### src/rtl/prog_loader_pkg.sv
// Shared types and constants for the instruction-memory loader.
package prog_loader_pkg;

    localparam int unsigned PL_ADDR_W      = 4;
    localparam int unsigned PL_DATA_W      = 8;
    localparam int unsigned PL_SYNC_STAGES = 2;
    localparam int unsigned DEPTH          = 1 << PL_ADDR_W;

    localparam logic [7:0] CKSUM_SEED = 8'h00;

    typedef enum logic [2:0] {
        ST_IDLE,
        ST_LOAD,
        ST_CHECK,
        ST_RUN,
        ST_ERROR
    } state_e;

endpackage : prog_loader_pkg

### src/rtl/prog_loader_pin_sync.sv
// Multi-flop synchronizer for one asynchronous pin plus a one-cycle rising-edge pulse.
module prog_loader_pin_sync #(
    parameter int unsigned SYNC_STAGES = 2
) (
    input  logic clk,
    input  logic rst_n,
    input  logic async_i,
    output logic level_o,
    output logic rise_c_o
);

    logic [SYNC_STAGES-1:0] sync_q;
    logic                   prev_q;

    // Shift the pin through the synchronizer chain and remember the last synced level.
    always_ff @(posedge clk or negedge rst_n) begin
        if (!rst_n) begin
            sync_q <= '0;
            prev_q <= 1'b0;
        end else begin
            sync_q <= {sync_q[SYNC_STAGES-2:0], async_i};
            prev_q <= sync_q[SYNC_STAGES-1];
        end
    end

    assign level_o  = sync_q[SYNC_STAGES-1];
    assign rise_c_o = sync_q[SYNC_STAGES-1] & ~prev_q;

endmodule : prog_loader_pin_sync

### src/rtl/prog_loader.sv
// Loads the CPU instruction memory from slow async pins, verifies an XOR checksum,
// and holds the CPU in reset until a load verifies.
module prog_loader
    import prog_loader_pkg::*;
#(
    parameter int unsigned ADDR_W      = PL_ADDR_W,
    parameter int unsigned DATA_W      = PL_DATA_W,
    parameter int unsigned SYNC_STAGES = PL_SYNC_STAGES
) (
    input  logic              clk,
    input  logic              rst_n,
    input  logic              load_req_i,
    input  logic              load_strobe_i,
    input  logic [DATA_W-1:0] load_data_i,
    input  logic [ADDR_W-1:0] fetch_addr_i,
    output logic [DATA_W-1:0] fetch_instr_o,
    output logic              cpu_rst_n_o,
    output logic              load_busy_o,
    output logic              load_err_o,
    output logic [ADDR_W:0]   byte_count_o
);

    localparam int unsigned MEM_DEPTH = 1 << ADDR_W;
    localparam int unsigned CNT_W     = ADDR_W + 1;

    state_e              state_q, state_d;
    logic [CNT_W-1:0]    count_q, count_d;
    logic [DATA_W-1:0]   cksum_q, cksum_d;
    logic                cpu_rst_n_q, cpu_rst_n_d;
    logic                busy_q, busy_d;
    logic                err_q, err_d;
    logic                mem_we_c;
    logic [DATA_W-1:0]   mem_q [MEM_DEPTH];

    logic req_lvl, req_rise, stb_rise;
    logic stb_lvl_unused;

    prog_loader_pin_sync #(.SYNC_STAGES(SYNC_STAGES)) u_req_sync (
        .clk      (clk),
        .rst_n    (rst_n),
        .async_i  (load_req_i),
        .level_o  (req_lvl),
        .rise_c_o (req_rise)
    );

    prog_loader_pin_sync #(.SYNC_STAGES(SYNC_STAGES)) u_stb_sync (
        .clk      (clk),
        .rst_n    (rst_n),
        .async_i  (load_strobe_i),
        .level_o  (stb_lvl_unused),
        .rise_c_o (stb_rise)
    );

    // Next-state, counter, checksum and write-enable logic; abort beats a same-cycle strobe.
    always_comb begin
        state_d  = state_q;
        count_d  = count_q;
        cksum_d  = cksum_q;
        mem_we_c = 1'b0;
        unique case (state_q)
            ST_IDLE: begin
                if (req_lvl) begin
                    state_d = ST_LOAD;
                    count_d = '0;
                    cksum_d = DATA_W'(CKSUM_SEED);
                end
            end
            ST_LOAD: begin
                if (!req_lvl) begin
                    state_d = ST_ERROR;
                end else if (stb_rise) begin
                    mem_we_c = 1'b1;
                    cksum_d  = cksum_q ^ load_data_i;
                    count_d  = count_q + CNT_W'(1);
                    if (count_q == CNT_W'(MEM_DEPTH - 1)) state_d = ST_CHECK;
                end
            end
            ST_CHECK: begin
                if (!req_lvl) begin
                    state_d = ST_ERROR;
                end else if (stb_rise) begin
                    state_d = (load_data_i == cksum_q) ? ST_RUN : ST_ERROR;
                end
            end
            ST_RUN, ST_ERROR: begin
                if (req_rise) begin
                    state_d = ST_LOAD;
                    count_d = '0;
                    cksum_d = DATA_W'(CKSUM_SEED);
                end
            end
            default: state_d = ST_IDLE;
        endcase
        busy_d      = (state_d == ST_LOAD) || (state_d == ST_CHECK);
        err_d       = (state_d == ST_ERROR);
        cpu_rst_n_d = (state_q == ST_RUN);
    end

    // Control state and registered status outputs.
    always_ff @(posedge clk or negedge rst_n) begin
        if (!rst_n) begin
            state_q     <= ST_IDLE;
            count_q     <= '0;
            cksum_q     <= DATA_W'(CKSUM_SEED);
            cpu_rst_n_q <= 1'b0;
            busy_q      <= 1'b0;
            err_q       <= 1'b0;
        end else begin
            state_q     <= state_d;
            count_q     <= count_d;
            cksum_q     <= cksum_d;
            cpu_rst_n_q <= cpu_rst_n_d;
            busy_q      <= busy_d;
            err_q       <= err_d;
        end
    end

    // Instruction memory; cleared by reset, written one byte per accepted strobe.
    always_ff @(posedge clk or negedge rst_n) begin
        if (!rst_n) begin
            for (int unsigned i = 0; i < MEM_DEPTH; i++) mem_q[i] <= '0;
        end else if (mem_we_c) begin
            mem_q[count_q[ADDR_W-1:0]] <= load_data_i;
        end
    end

    assign fetch_instr_o = mem_q[fetch_addr_i];
    assign cpu_rst_n_o   = cpu_rst_n_q;
    assign load_busy_o   = busy_q;
    assign load_err_o    = err_q;
    assign byte_count_o  = count_q;

endmodule : prog_loader

### config.mk
export PLATFORM = sky130hd
export DESIGN_NAME = prog_loader
export DESIGN_NICKNAME = d
export VERILOG_FILES = /design/src/rtl/prog_loader_pkg.sv /design/src/rtl/prog_loader_pin_sync.sv /design/src/rtl/prog_loader.sv
export SDC_FILE = /design/constraint.sdc
export NUM_CORES = 1
export LEC_CHECK = 0
export ABC_AREA = 1
export CORE_ASPECT_RATIO = 0.75
export CORE_MARGIN = 8
export CORE_UTILIZATION = 50
export CTS_CLUSTER_SIZE = 12
export DETAILED_ROUTE_END_ITERATION = 8
export GPL_TIMING_DRIVEN = 0
export PLACE_DENSITY = 0.79
export REMOVE_ABC_BUFFERS = 1
export SLEW_MARGIN = 0
export SYNTH_ARGS = -nofsm -noshare
export SYNTH_HDL_FRONTEND = slang
export SYNTH_SLANG_ARGS = --single-unit
### constraint.sdc
create_clock -name clk -period 2.6 [get_ports clk]
set_clock_uncertainty 0.2 [all_clocks]
set_input_delay 0.39 -clock clk [delete_from_list [all_inputs] [get_ports clk]]
set_output_delay 0.39 -clock clk [all_outputs]
set_load 0.01 [all_outputs]
# == Yosys cells after proc, flatten, opt, wreduce, memory -nomap -nowiden ==
# Index checks and enable logic that the tools add are counted.
# totals
register_bits,153
elab_cells,84
# op_classes
reduce_logical,6
n_addsub,1
muxes,28
bitwise_logic,7
n_lt_le_gt_ge,3
eq_ne,13
# op_table
cell,count
$bwmux W128,1
$mux W8,7
$bmux W8 S4,1
$demux W8 S4,1
$mux W3,8
$pmux W8 S3,1
$mux W5,4
$pmux W5 S3,1
$pmux W3 S4,1
$ge A5 B5 Y1 const B,2
$not A4 Y5,2
$eq A3 B2 Y1 const B,3
$eq A8 B8 Y1,1
$xor A8 B8 Y8,1
$eq A3 B1 Y1 const B,2
$eq A3 B3 Y1 const B,2
$add A5 B1 Y5 const B,1
$eq A5 B4 Y1 const B,1
$lt A5 B1 Y1 const B,1
$reduce_and A5 Y1,1
$ne A2 B1 Y1 const B,2
$ne A2 B2 Y1 const B,2
$logic_not A3 Y1,1
$mux W1,3
6 further kinds,8

# == Depth between registers and ports, before layout ==
# depth
word_depth,7
mapped_depth,14

# == Modules after synthesis ==
# Synthesis repeated with hierarchy kept, for this count alone.
# unflattened
cells_unflattened,802
hier_area_um2,6882.9
# modules_own_cells
module,n_inst,area_each_um2,cells_per_inst,seq_area_each_um2
prog_loader,1,6712.7,792,3678.5
prog_loader_pin_sync,2,85.1,5,75.1

# == Worst setup path before layout ==
# Ideal clock, no wire load.
# synth_path
path_type,in2out
startpoint,input fetch_addr_i[0]
endpoint,output fetch_instr_o[2]
cell_stages,8
slack_ps,489
arrival_time_ps,1521
path_buffers,3
cell_sequence,buf_2 -> buf_2 -> buf_1 -> a21oi_1 -> o21ai_0 -> o211ai_1 -> o211ai_1 -> nand2_1
# synth_between
elab_chain_cells,4
# synth_lines
element,line_no,text
from (decl),prog_loader.sv:15,"input logic [ADDR_W-1:0] fetch_addr_i,"
$not A4 Y5 (implied by the code),prog_loader.sv:127,assign fetch_instr_o = mem_q[fetch_addr_i];
$bmux W8 S4,prog_loader.sv:127,
$mux W8 (implied by the code) (2 in series),prog_loader.sv:127,
to (decl),prog_loader.sv:16,"output logic [DATA_W-1:0] fetch_instr_o,"
# Every way passes these cells. The select of a mux whose other input is x is not followed.

# == Worst setup path in the final report ==
# layout_path
startpoint,register mem_q[53] (netlist bit)
endpoint,output fetch_instr_o[5]
# layout_between
elab_chain_cells,3
# layout_lines
element,line_no,text
from (decl),prog_loader.sv:33,logic [DATA_W-1:0] mem_q [MEM_DEPTH];
"from (signal, indexed assignment)",prog_loader.sv:123,mem_q[count_q[ADDR_W-1:0]] <= load_data_i;
$bmux W8 S4,prog_loader.sv:127,
$mux W8 (implied by the code) (2 in series),prog_loader.sv:127,
# Every way passes these cells. The select of a mux whose other input is x is not followed.

==> impl_results.md <==
* Vias in the first global route at 5582
* Finished Layout Cells at 1021
* Fin. max-slew vios at 0
* Total power at 7.36 mW
* Worst path arrival time at 1.82 ns
* Clock sinks at 153
* Via Count at 5870
* Internal at 5.08 mW
* Placed cell count at 980
* All-Layer GR Usage at 20.2%
* Slew @ Worst Pin at 0.756 ns
* Pre-antenna DRT Iters at 5
* Final setup viols at 0
* Busiest grt layer: met2
* Area Growth Syn to Fin at 16.3%
* Post-Syn Area at 7170 um2
* Input/output buffers at 31
* Setup TNS at 0 ns
* FP Rows at 38
* Pin count of the biggest net entering global routing at 79
* Crit Path Class: reg2out
* Clock H-tree levels at 4
* Cell leakage power at 4.29 nW
* Min Tclk post-route at 2.41 ns
* Gr ovfl total at 0
* Global-route wire length before repair at 29.4 mm
* Die X at 154 um
* Most common flop cell mapped by yosys: dfrtp_1
* Reg clk slew, reported paths at 0.06 ns
* Wire per inst at 18.0 um
* Share of layout cells above drive strength 1 at 9.04%
* Global-route track usage on met3 at 4.81%
* Switch Pwr at 2.28 mW
* Commonest cells after routing, fill and taps aside: nand2_1, dfrtp_1, o21ai_0, o21ai_1, inv_1
* Core area at 14200 um2
* Post-synth EDFFs at 0
* Fmax at 415 MHz
* Final hold vios at 0
* Routed wire length at 18.4 mm
* Clk Latency, worst-skew pair at 0.42 ns
* Io pins at 32
* GR Util met1 at 28.1%
* CTS tree: built
* Util after Layout at 58.6%
* Worst hold path class: reg2reg
* # nets final at 849
* # DRC at 0
* Final ANT Viol Nets at 0
* CTS root buf: clkbuf_16
* YS warnings at 0
* Yosys reg bits at 153
* Die area at 18500 um2
* Worst path required time at 2.01 ns
* Final Cycle Share at 92.8%
* Unique masters post-synth at 30
* Initial DRC count at 487
* Die H at 120 um
* Placer Congestion at 0.810
* Worst Setup Start Kind: flip-flop
* Clock power share at 35.5%
* Sequential fraction of design power at 43.0%
* Top cell type's share of synthesized area at 53.4%
* RSZ-0062 raised after global routing: no
* VDD IR max at 0.454 mV
* Post-Syn Area per Cell at 8.78 um2
* Power share of the combinational group at 21.5%
* Ant. Diodes at 0
* Initial antenna violation count at 0
* Synth async-reset ratio at 100%
* Initial Utilization at 50.4%
* CTS Buf Count at 17
* Max-Cap Viols at 0
* Switch share at 31.0%
* P per Cell Area at 883 nW/um2
* Status: complete, no violations
* Clk buf depth at 2
* Grt met2 use at 30.5%
* Sequential fraction of the synthesis area at 53.4%
* Vias per inst at 5.75
* Worst setup EP type: output pin
* Top cells by area, synth: dfrtp_1, nand2_1, o21ai_0, o21ai_1, mux2i_1
* Synth area leader: dfrtp_1
* Worst slew margin at 49.5%
* Commonest non-fill, non-tap cell in the layout: nand2_1
* Crit Path Max Fanout at 2
* Post-Syn Instances at 816
* DP HPWL at 10.4 mm
==> stage by stage <==
| step | setup slack [ns] | instance area, um2 | hold slack [ns] |
|---|---|---|---|
| CTS | -0.157 | 8260 | 0.150 |
| finish | 0.188 | 8340 | 0.149 |
| floorplan | 0.429 | 6910 | -0.106 |
| global placement | -5.14 | 7440 | 0.131 |
| global route | 0.0576 | 8340 | 0.159 |
| detailed placement | -2.25 | 7500 | 0.135 |
==> area by class of cell <==
| class | count | area, um2 |
|---|---|---|
| timing repair inverter | 1 | 7.51 |
| inverter | 71 | 289 |
| sequential | 153 | 3830 |
| clock inverter | 15 | 199 |
| tap | 180 | 225 |
| fill | 1196 | 5880 |
| multi-input combinational | 543 | 2840 |
| clock buffer | 17 | 425 |
| timing repair buffer | 41 | 523 |
==> logic make-up (layout without fill, tap and decap cells) <==
group | Yosys count | count (layout) | synth area share, %
AND/OR/NAND/NOR | 260 | 260 | 15.4
AO/OA/AOI/OAI | 246 | 246 | 18.5
flip-flops | 153 | 153 | 53.4
buffers and inverters | 120 | 145 | 7.35
multiplexers | 32 | 32 | 4.47
adder cells (fa/ha/maj) | 5 | 5 | 0.873
==> worst max-delay path, stage by stage, from the launching register on <==
cell           delay, ns
dfrtp_1             0.36
inv_1               0.05
a21oi_1             0.12
o21ai_0             0.10
o211ai_1            0.17
o211ai_1            0.18
nand2_1             0.14
dlygate4sd2_1       0.28
==> worst paths after layout <==
kind                                                   to  slack [ns]                           start  cells after the start
min in group asynchronous           mem_q[87]$_DFFE_PN0P_        0.38                           rst_n                      2
hold reg to reg            u_req_sync.sync_q[1]$_DFF_PN0_        0.15  u_req_sync.sync_q[0]$_DFF_PN0_                      0
setup reg to reg                    mem_q[93]$_DFFE_PN0P_        0.21            state_q[2]$_DFF_PN0_                     10
hold / removal             u_req_sync.sync_q[1]$_DFF_PN0_        0.15  u_req_sync.sync_q[0]$_DFF_PN0_                      0
max in group asynchronous          cksum_q[4]$_DFFE_PN0P_        1.02                           rst_n                      3
setup / recovery                         fetch_instr_o[5]        0.19           mem_q[53]$_DFFE_PN0P_                      7
==> power by group through the flow <==
stage	logic (mW)	registers, mW	clock network [mW]
floorplan	1.01	3.14	0
global placement	1.44	3.18	0
detailed placement	1.49	3.19	0
CTS	1.53	3.15	2.64
global route	1.80	3.22	2.73
finish	1.59	3.16	2.61
==> flip-flops by register name, indices dropped and copies added (netlist names), 2 cells and up <==
signal / cells
byte_count_o: 5
u_req_sync.sync_q: 2
u_stb_sync.sync_q: 2
state_q: 3
cksum_q: 8
mem_q: 128
==> Yosys cell counts, types with 3 or more instances <==
cell type and n:
o22ai_1 9, o211ai_1 32, dfrtp_1 153, nor3_1 4
ha_1 5, inv_2 3, a21oi_1 34, inv_1 67
mux2i_1 32, clkbuf_1 25, nand2_4 9, nor2_1 26
buf_4 6, o21ai_1 71, o21ai_0 99, buf_2 10
buf_1 4, buf_6 3, nand3_1 16, nand2_1 197
==> what timing repair did <==
action / 4_1_cts / 5_1_grt
hold buffers: 1 / 0
endpoints found under the setup margin: 64 / 72
hold endpoints to repair: 77 / 0
pin swaps: 0 / 2
gates resized for setup: 33 / 18
gates cloned: 3 / 1
setup buffers: 4 / 0
==> per-layer routing <==
layer	vias to the layer above	wire, um
met3	23	1710
met2	257	8210
met5	-	0
met4	0	263
li1	2742	-
met1	2848	8180
Note: power is estimated with default switching activity, not from simulation.
